`src/rtl/digit_sequencer_if.sv`:
```
// Host and stepper-drive signals of the digit sequencer.
// master: host/drive side, slave: the sequencer.
interface digit_sequencer_if #(
  parameter int DEPTH = 8
);
  logic                     wr_en;
  logic [3:0]               wr_digit;
  logic                     run;
  logic                     abort;
  logic                     err_clear;
  logic                     at_target;
  logic [3:0]               digit;
  logic                     load;
  logic                     en;
  logic                     busy;
  logic                     done;
  logic [$clog2(DEPTH):0]   fifo_count;
  logic                     full;
  logic                     empty;
  logic                     overflow;
  logic                     bad_digit;
  logic                     timeout;

  modport master (
    output wr_en, wr_digit, run, abort, err_clear, at_target,
    input  digit, load, en, busy, done, fifo_count,
    input  full, empty, overflow, bad_digit, timeout
  );

  modport slave (
    input  wr_en, wr_digit, run, abort, err_clear, at_target,
    output digit, load, en, busy, done, fifo_count,
    output full, empty, overflow, bad_digit, timeout
  );
endinterface

```
`src/rtl/digit_sequencer.sv`:
```
// Queues digits and strikes them one at a time on a stepper/servo
// drive: issue, settle on target, push, then gap back to rest.
module digit_sequencer #(
  parameter int DEPTH          = 8,
  parameter int SETTLE_HOLD    = 16,
  parameter int PUSH_CYCLES    = 45_000_000,
  parameter int GAP_CYCLES     = 4_000_000,
  parameter int TIMEOUT_CYCLES = 400_000_000
) (
  input logic               clk,
  input logic               reset,
  digit_sequencer_if.slave  bus
);
  localparam int AW   = $clog2(DEPTH);
  localparam int HW   = $clog2(SETTLE_HOLD) + 1;
  localparam int PG   = (PUSH_CYCLES > GAP_CYCLES) ?
                        PUSH_CYCLES : GAP_CYCLES;
  localparam int CMAX = (PG > TIMEOUT_CYCLES) ?
                        PG : TIMEOUT_CYCLES;
  localparam int CW   = $clog2(CMAX) + 1;

  typedef enum logic [2:0] {
    IDLE, ISSUE, SETTLE, PUSH, GAP, ERROR
  } state_e;

  state_e          state_q, state_d;
  logic [CW-1:0]   cnt_q, cnt_d;
  logic [HW-1:0]   hold_q, hold_d;
  logic [AW-1:0]   wr_ptr_q, wr_ptr_d;
  logic [AW-1:0]   rd_ptr_q, rd_ptr_d;
  logic [AW:0]     count_q, count_d;
  logic [3:0]      digit_q, digit_d;
  logic            done_q, done_d;
  logic            ovf_q, ovf_d;
  logic            bad_q, bad_d;
  logic            tmo_q, tmo_d;
  logic [3:0]      mem_q [DEPTH];

  logic full, empty, legal, pop, push;
  logic hold_hit, tmo_hit, push_end, gap_end;
  logic ovf_set, bad_set, tmo_set;

  assign full     = (count_q == (AW+1)'(DEPTH));
  assign empty    = (count_q == '0);
  assign legal    = (bus.wr_digit <= 4'd9);
  assign pop      = (state_q == ISSUE) && !bus.abort;
  assign push     = bus.wr_en && legal && !bus.abort &&
                    (!full || pop);
  assign ovf_set  = bus.wr_en && legal && full && !pop;
  assign bad_set  = bus.wr_en && !legal;

  assign hold_hit = (state_q == SETTLE) && bus.at_target &&
                    (hold_q + HW'(1) == HW'(SETTLE_HOLD));
  assign tmo_hit  = (state_q == SETTLE) &&
                    (cnt_q == CW'(TIMEOUT_CYCLES - 1));
  assign push_end = (cnt_q == CW'(PUSH_CYCLES - 1));
  assign gap_end  = (cnt_q == CW'(GAP_CYCLES - 1));
  assign tmo_set  = tmo_hit && !hold_hit && !bus.abort;

  always_comb begin
    state_d = state_q;
    unique case (state_q)
      IDLE:   if (bus.run && !empty) state_d = ISSUE;
      ISSUE:  state_d = SETTLE;
      SETTLE: begin
        if (hold_hit)     state_d = PUSH;
        else if (tmo_hit) state_d = ERROR;
      end
      PUSH:   if (push_end) state_d = GAP;
      GAP: begin
        if (gap_end)
          state_d = (bus.run && !empty) ? ISSUE : IDLE;
      end
      ERROR:  if (bus.err_clear) state_d = IDLE;
      default: state_d = IDLE;
    endcase
    if (bus.abort) state_d = IDLE;
  end

  // Counters restart on every state change.
  always_comb begin
    cnt_d  = (state_d != state_q) ? '0 : cnt_q + CW'(1);
    hold_d = '0;
    if (state_q == SETTLE && state_d == SETTLE)
      hold_d = bus.at_target ? hold_q + HW'(1) : '0;
  end

  always_comb begin
    wr_ptr_d = wr_ptr_q;
    rd_ptr_d = rd_ptr_q;
    count_d  = count_q;
    if (bus.abort) begin
      wr_ptr_d = '0;
      rd_ptr_d = '0;
      count_d  = '0;
    end else begin
      if (push) wr_ptr_d = wr_ptr_q + AW'(1);
      if (pop)  rd_ptr_d = rd_ptr_q + AW'(1);
      if (push && !pop)      count_d = count_q + (AW+1)'(1);
      else if (pop && !push) count_d = count_q - (AW+1)'(1);
    end
  end

  // Head is latched as ISSUE is entered so it is visible during ISSUE.
  always_comb begin
    digit_d = digit_q;
    if (state_d == ISSUE && state_q != ISSUE)
      digit_d = mem_q[rd_ptr_q];
    done_d = (state_q == PUSH) && push_end && !bus.abort;
    ovf_d  = ovf_set || (ovf_q && !bus.err_clear);
    bad_d  = bad_set || (bad_q && !bus.err_clear);
    tmo_d  = tmo_set || (tmo_q && !bus.err_clear);
  end

  always_ff @(posedge clk or posedge reset) begin
    if (reset) begin
      state_q  <= IDLE;
      cnt_q    <= '0;
      hold_q   <= '0;
      wr_ptr_q <= '0;
      rd_ptr_q <= '0;
      count_q  <= '0;
      digit_q  <= '0;
      done_q   <= 1'b0;
      ovf_q    <= 1'b0;
      bad_q    <= 1'b0;
      tmo_q    <= 1'b0;
    end else begin
      state_q  <= state_d;
      cnt_q    <= cnt_d;
      hold_q   <= hold_d;
      wr_ptr_q <= wr_ptr_d;
      rd_ptr_q <= rd_ptr_d;
      count_q  <= count_d;
      digit_q  <= digit_d;
      done_q   <= done_d;
      ovf_q    <= ovf_d;
      bad_q    <= bad_d;
      tmo_q    <= tmo_d;
    end
  end

  always_ff @(posedge clk) begin
    if (push) mem_q[wr_ptr_q] <= bus.wr_digit;
  end

  assign bus.en         = (state_q == ISSUE)  ||
                          (state_q == SETTLE) ||
                          (state_q == PUSH)   ||
                          (state_q == GAP);
  assign bus.load       = (state_q == ISSUE)  ||
                          (state_q == SETTLE) ||
                          (state_q == PUSH);
  assign bus.busy       = (state_q != IDLE);
  assign bus.digit      = digit_q;
  assign bus.done       = done_q;
  assign bus.fifo_count = count_q;
  assign bus.full       = full;
  assign bus.empty      = empty;
  assign bus.overflow   = ovf_q;
  assign bus.bad_digit  = bad_q;
  assign bus.timeout    = tmo_q;
endmodule

```
`src/flat_wrapper.sv`:
```
// flat-port wrapper written by rule: the top's interface ports become plain ports
module digit_sequencer_flat 
#(
  parameter int DEPTH          = 8,
  parameter int SETTLE_HOLD    = 16,
  parameter int PUSH_CYCLES    = 45_000_000,
  parameter int GAP_CYCLES     = 4_000_000,
  parameter int TIMEOUT_CYCLES = 400_000_000
)
  (clk, reset, bus_wr_en, bus_wr_digit, bus_run, bus_abort, bus_err_clear, bus_at_target, bus_digit, bus_load, bus_en, bus_busy, bus_done, bus_fifo_count, bus_full, bus_empty, bus_overflow, bus_bad_digit, bus_timeout);
  digit_sequencer_if #(.DEPTH(DEPTH)) bus_i ();
  input logic clk;
  input logic reset;
  input wire logic [$bits(bus_i.wr_en)-1:0] bus_wr_en;
  input wire logic [$bits(bus_i.wr_digit)-1:0] bus_wr_digit;
  input wire logic [$bits(bus_i.run)-1:0] bus_run;
  input wire logic [$bits(bus_i.abort)-1:0] bus_abort;
  input wire logic [$bits(bus_i.err_clear)-1:0] bus_err_clear;
  input wire logic [$bits(bus_i.at_target)-1:0] bus_at_target;
  output wire logic [$bits(bus_i.digit)-1:0] bus_digit;
  output wire logic [$bits(bus_i.load)-1:0] bus_load;
  output wire logic [$bits(bus_i.en)-1:0] bus_en;
  output wire logic [$bits(bus_i.busy)-1:0] bus_busy;
  output wire logic [$bits(bus_i.done)-1:0] bus_done;
  output wire logic [$bits(bus_i.fifo_count)-1:0] bus_fifo_count;
  output wire logic [$bits(bus_i.full)-1:0] bus_full;
  output wire logic [$bits(bus_i.empty)-1:0] bus_empty;
  output wire logic [$bits(bus_i.overflow)-1:0] bus_overflow;
  output wire logic [$bits(bus_i.bad_digit)-1:0] bus_bad_digit;
  output wire logic [$bits(bus_i.timeout)-1:0] bus_timeout;
  assign bus_i.wr_en = bus_wr_en;
  assign bus_i.wr_digit = bus_wr_digit;
  assign bus_i.run = bus_run;
  assign bus_i.abort = bus_abort;
  assign bus_i.err_clear = bus_err_clear;
  assign bus_i.at_target = bus_at_target;
  assign bus_digit = bus_i.digit;
  assign bus_load = bus_i.load;
  assign bus_en = bus_i.en;
  assign bus_busy = bus_i.busy;
  assign bus_done = bus_i.done;
  assign bus_fifo_count = bus_i.fifo_count;
  assign bus_full = bus_i.full;
  assign bus_empty = bus_i.empty;
  assign bus_overflow = bus_i.overflow;
  assign bus_bad_digit = bus_i.bad_digit;
  assign bus_timeout = bus_i.timeout;
  digit_sequencer #(.DEPTH(DEPTH), .SETTLE_HOLD(SETTLE_HOLD), .PUSH_CYCLES(PUSH_CYCLES), .GAP_CYCLES(GAP_CYCLES), .TIMEOUT_CYCLES(TIMEOUT_CYCLES)) u_core (.clk(clk), .reset(reset), .bus(bus_i));
endmodule
```
`config.mk`:
```
export PLATFORM = sky130hd
export DESIGN_NAME = digit_sequencer_flat
export DESIGN_NICKNAME = d
export VERILOG_FILES = /design/src/rtl/digit_sequencer_if.sv /design/src/rtl/digit_sequencer.sv /design/src/flat_wrapper.sv
export SDC_FILE = /design/constraint.sdc
export NUM_CORES = 1
export LEC_CHECK = 0
export ABC_AREA = 1
export CAP_MARGIN = 30
export CORE_UTILIZATION = 55
export CTS_BUF_LIST = sky130_fd_sc_hd__clkbuf_8 sky130_fd_sc_hd__clkbuf_16
export DETAILED_ROUTE_END_ITERATION = 16
export GPL_ROUTABILITY_DRIVEN = 0
export PLACE_DENSITY = 0.75
export RECOVER_POWER = 25
export SYNTH_ARGS = -nofsm -noshare
export SYNTH_HDL_FRONTEND = slang
export SYNTH_SLANG_ARGS = --single-unit
export TNS_END_PERCENT = 100
```
`constraint.sdc`:
```
create_clock -name clk -period 2.71 [get_ports clk]
set_clock_uncertainty 0.1 [all_clocks]
set_input_delay 0.813 -clock clk [delete_from_list [all_inputs] [get_ports clk]]
set_output_delay 0.813 -clock clk [all_outputs]
set_load 0.01 [all_outputs]
```
==> out/metrics.yaml <==
antenna_cells: 0
slowest_delay_ns: 0.52
wl_um: 10330
setup_violations: 0
hold_buffers: 0
power_density_nw_per_um2: 645.1
placed_area_um2: 5349
fillerInstances: 643
grt_pass1_vias: 3738
status: "completed"
hpwl_um: 7719
grtUsageTotal_pct: 25.09
clockBufferDepth: 2
max_clock_freq_mhz: 386.3
tightest_slew_ns: 0.5743
initial_utilization_pct: 57.12
ir_drop_uv: 470.8
hold_viol: 0
cp_slowest_cell: "clkdlybuf4s50_1"
yosysSeqAreaShare_pct: 50.08
vias: 3863
synth.avg_cell_area_um2: 8.576
setup_tns_ns: 0
die_w_um: 94.61
areaGrowthSynthToFinish_pct: 18.33
cts_tree: "built"
antenna_found_initial: 0
layout-drive-gt1-share_pct: 17.90
crit_arrival_ns: 1.68
fin_util_pct: 67.59
timing.final.ws_setup_ns: 0.1211
clock_sinks: 88
crit_type: "reg -> out"
finish.instance_area_um2: 5582
clk_pin_slew_worst_paths_ns: 0.11
finalPower_mw: 3.601
drt_pre_antenna_iters: 5
relSlewSlack_pct: 61.36
post_drt_wl_per_cell_um: 14.25
slew_viol_final: 0
yosysWarnings: 0
die_area_um2: 8951
grt_pass1_wl_um: 17220
mappedNetlistArea_um2: 4717
start_kind: "flop"
grt-ovfl-total: 0
maxCapViolCount: 0
synth_fp_nets: 569
ys_seq_elements: 88
grt_max_degree: 21
std_cell_rows: 33
numCtsBuffers: 9
ant_nets: 0
mostFrequentLayoutCells: "nand2_1, inv_1, nor2_1"
synthCells: 550
num_io_pins: 28
worstHoldPathType: "reg -> reg"
cp_max_fo: 4
die_h_um: 94.61
clock_latency_ns: 0.37
rsz0062_at_grt: "no"
nNetsFinal: 634
leakage_nw: 2.392
final_common_cell: "nand2_1"
cp.required_ns: 1.80
cts_max_level: 3
via_per_inst: 5.328
cts-root-buf: "clkbuf_8"
post-route-min-period_ns: 2.589
path_cells: "nor2_1 > nand3_1 > inv_1 > clkdlybuf4s50_1"
worstSetupEndpointType: "output port"
post-route-period-util_pct: 95.53
post-place-ws_ns: -0.4053
ys_types: 34
core_um2: 8258
drt_iter0_drc: 327
post-route-drc-count: 0
io_buffers: 27
-- final cells by class --
type	count	area [um^2]	area share, %
clock inverters	7	75.07	1.345
well taps	105	131.4	2.354
clock buffers	9	123.9	2.219
repair buffers	62	564.3	10.11
multi-input cells	382	2052	36.76
inverters	72	270.3	4.842
flip-flops and latches	88	2365	42.37
-- metrics by stage --
stage | instances | hold WS [ns]
global route | 725 | 0.4217
finish | 725 | 0.4012
floorplan | 550 | 0.3653
CTS | 724 | 0.4009
global placement | 707 | 0.3687
detailed placement | 707 | 0.3886
-- cell usage after synthesis --
master	number	share of area, %
nor3_4	2	0.69
nand2_1	121	9.6
o22ai_1	3	0.40
edfxtp_1	32	20
nor2_4	1	0.24
and2_1	1	0.13
ha_1	7	1.9
nand2_2	3	0.40
xnor2_1	2	0.37
a21oi_2	1	0.19
inv_1	64	5.1
xor2_1	28	5.2
inv_2	6	0.48
nand3_2	2	0.42
nor3_1	13	1.4
a221oi_1	8	1.5
clkbuf_1	3	0.24
dfrtp_1	56	30
nor2_1	66	5.3
buf_6	3	0.72
nand3_1	27	2.9
buf_2	2	0.21
clkinv_1	2	0.16
nor2_2	33	4.4
nor3_2	1	0.21
o21ai_0	14	1.5
o21a_1	2	0.32
or2_2	6	0.80
nor4_1	6	0.80
a21oi_1	22	2.3
nand4_1	8	1.1
fa_1	1	0.42
nand2_4	1	0.24
nor3b_1	3	0.48
-- timing repair --
item,in CTS,in global routing
buffers inserted,1,1
endpoints found under the setup margin,3,4
cloned,0,0
gates resized for setup,5,5
-- power by group --
group	total, mW	switching (mW)	internal (mW)
sequential	1.57	0.0895	1.48
clock	0.911	0.548	0.363
combinational	1.12	0.621	0.499
-- path summary, 6_finish.rpt --
kind | cells past startpoint | endpoint | slack [ns] | start
max | 4 | bus_empty | 0.12 | u_core.bus.fifo_count[1]$_DFFE_PP0P_
min | 1 | u_core.hold_q[0]$_DFF_PP0_ | 0.40 | u_core.hold_q[0]$_DFF_PP0_
max reg2reg | 11 | u_core.cnt_q[24]$_DFF_PP0_ | 0.27 | u_core.cnt_q[0]$_DFF_PP0_
min reg2reg | 1 | u_core.hold_q[0]$_DFF_PP0_ | 0.40 | u_core.hold_q[0]$_DFF_PP0_
max in group asynchronous | 3 | u_core.wr_ptr_q[0]$_DFFE_PP0P_ | 0.90 | reset
min in group asynchronous | 2 | u_core.bus.digit[1]$_DFFE_PP0P_ | 0.79 | reset
-- logic make-up (layout without fill, tap and decap cells) --
| family | Yosys count | count (layout) | share of synthesized area, % |
|---|---|---|---|
| and+or+nand+nor | 294 | 294 | 28.97 |
| adders and majority gates | 8 | 8 | 2.281 |
| xor gates and xnor gates | 30 | 30 | 5.570 |
| AOI/OAI and AO/OA | 50 | 50 | 6.207 |
| DFF | 88 | 88 | 50.08 |
| buffers and inverters | 80 | 150 | 6.897 |
-- registers in the layout (all words and copies together) (netlist names) --
signal,cells
u_core.hold_q,5
u_core.bus.digit,4
u_core.bus.timeout,1
u_core.bus.fifo_count,4
u_core.mem_q,32
u_core.rd_ptr_q,3
u_core.bus.overflow,1
u_core.bus.bad_digit,1
u_core.wr_ptr_q,3
u_core.cnt_q,30
u_core.bus.done,1
u_core.state_q,3
-- critical path, delay by kind of cell, from the launching register on --
family                 cells  cell delay [ns]
and+or+nand+nor            2             0.27
buffers and inverters      2             0.59
DFF                        1             0.44
-- metal layers --
metal | vias to the layer above | track usage, % | part of all wire (%)
met2 | 112 | 40.11 | 48
met4 | 0 | 9.343 | 2.1
li1 | 1914 | - | -
met1 | 1813 | 34.18 | 46
met3 | 24 | 4.509 | 4.4
met5 | - | 0 | 0
(Power assumes the default switching activity.)
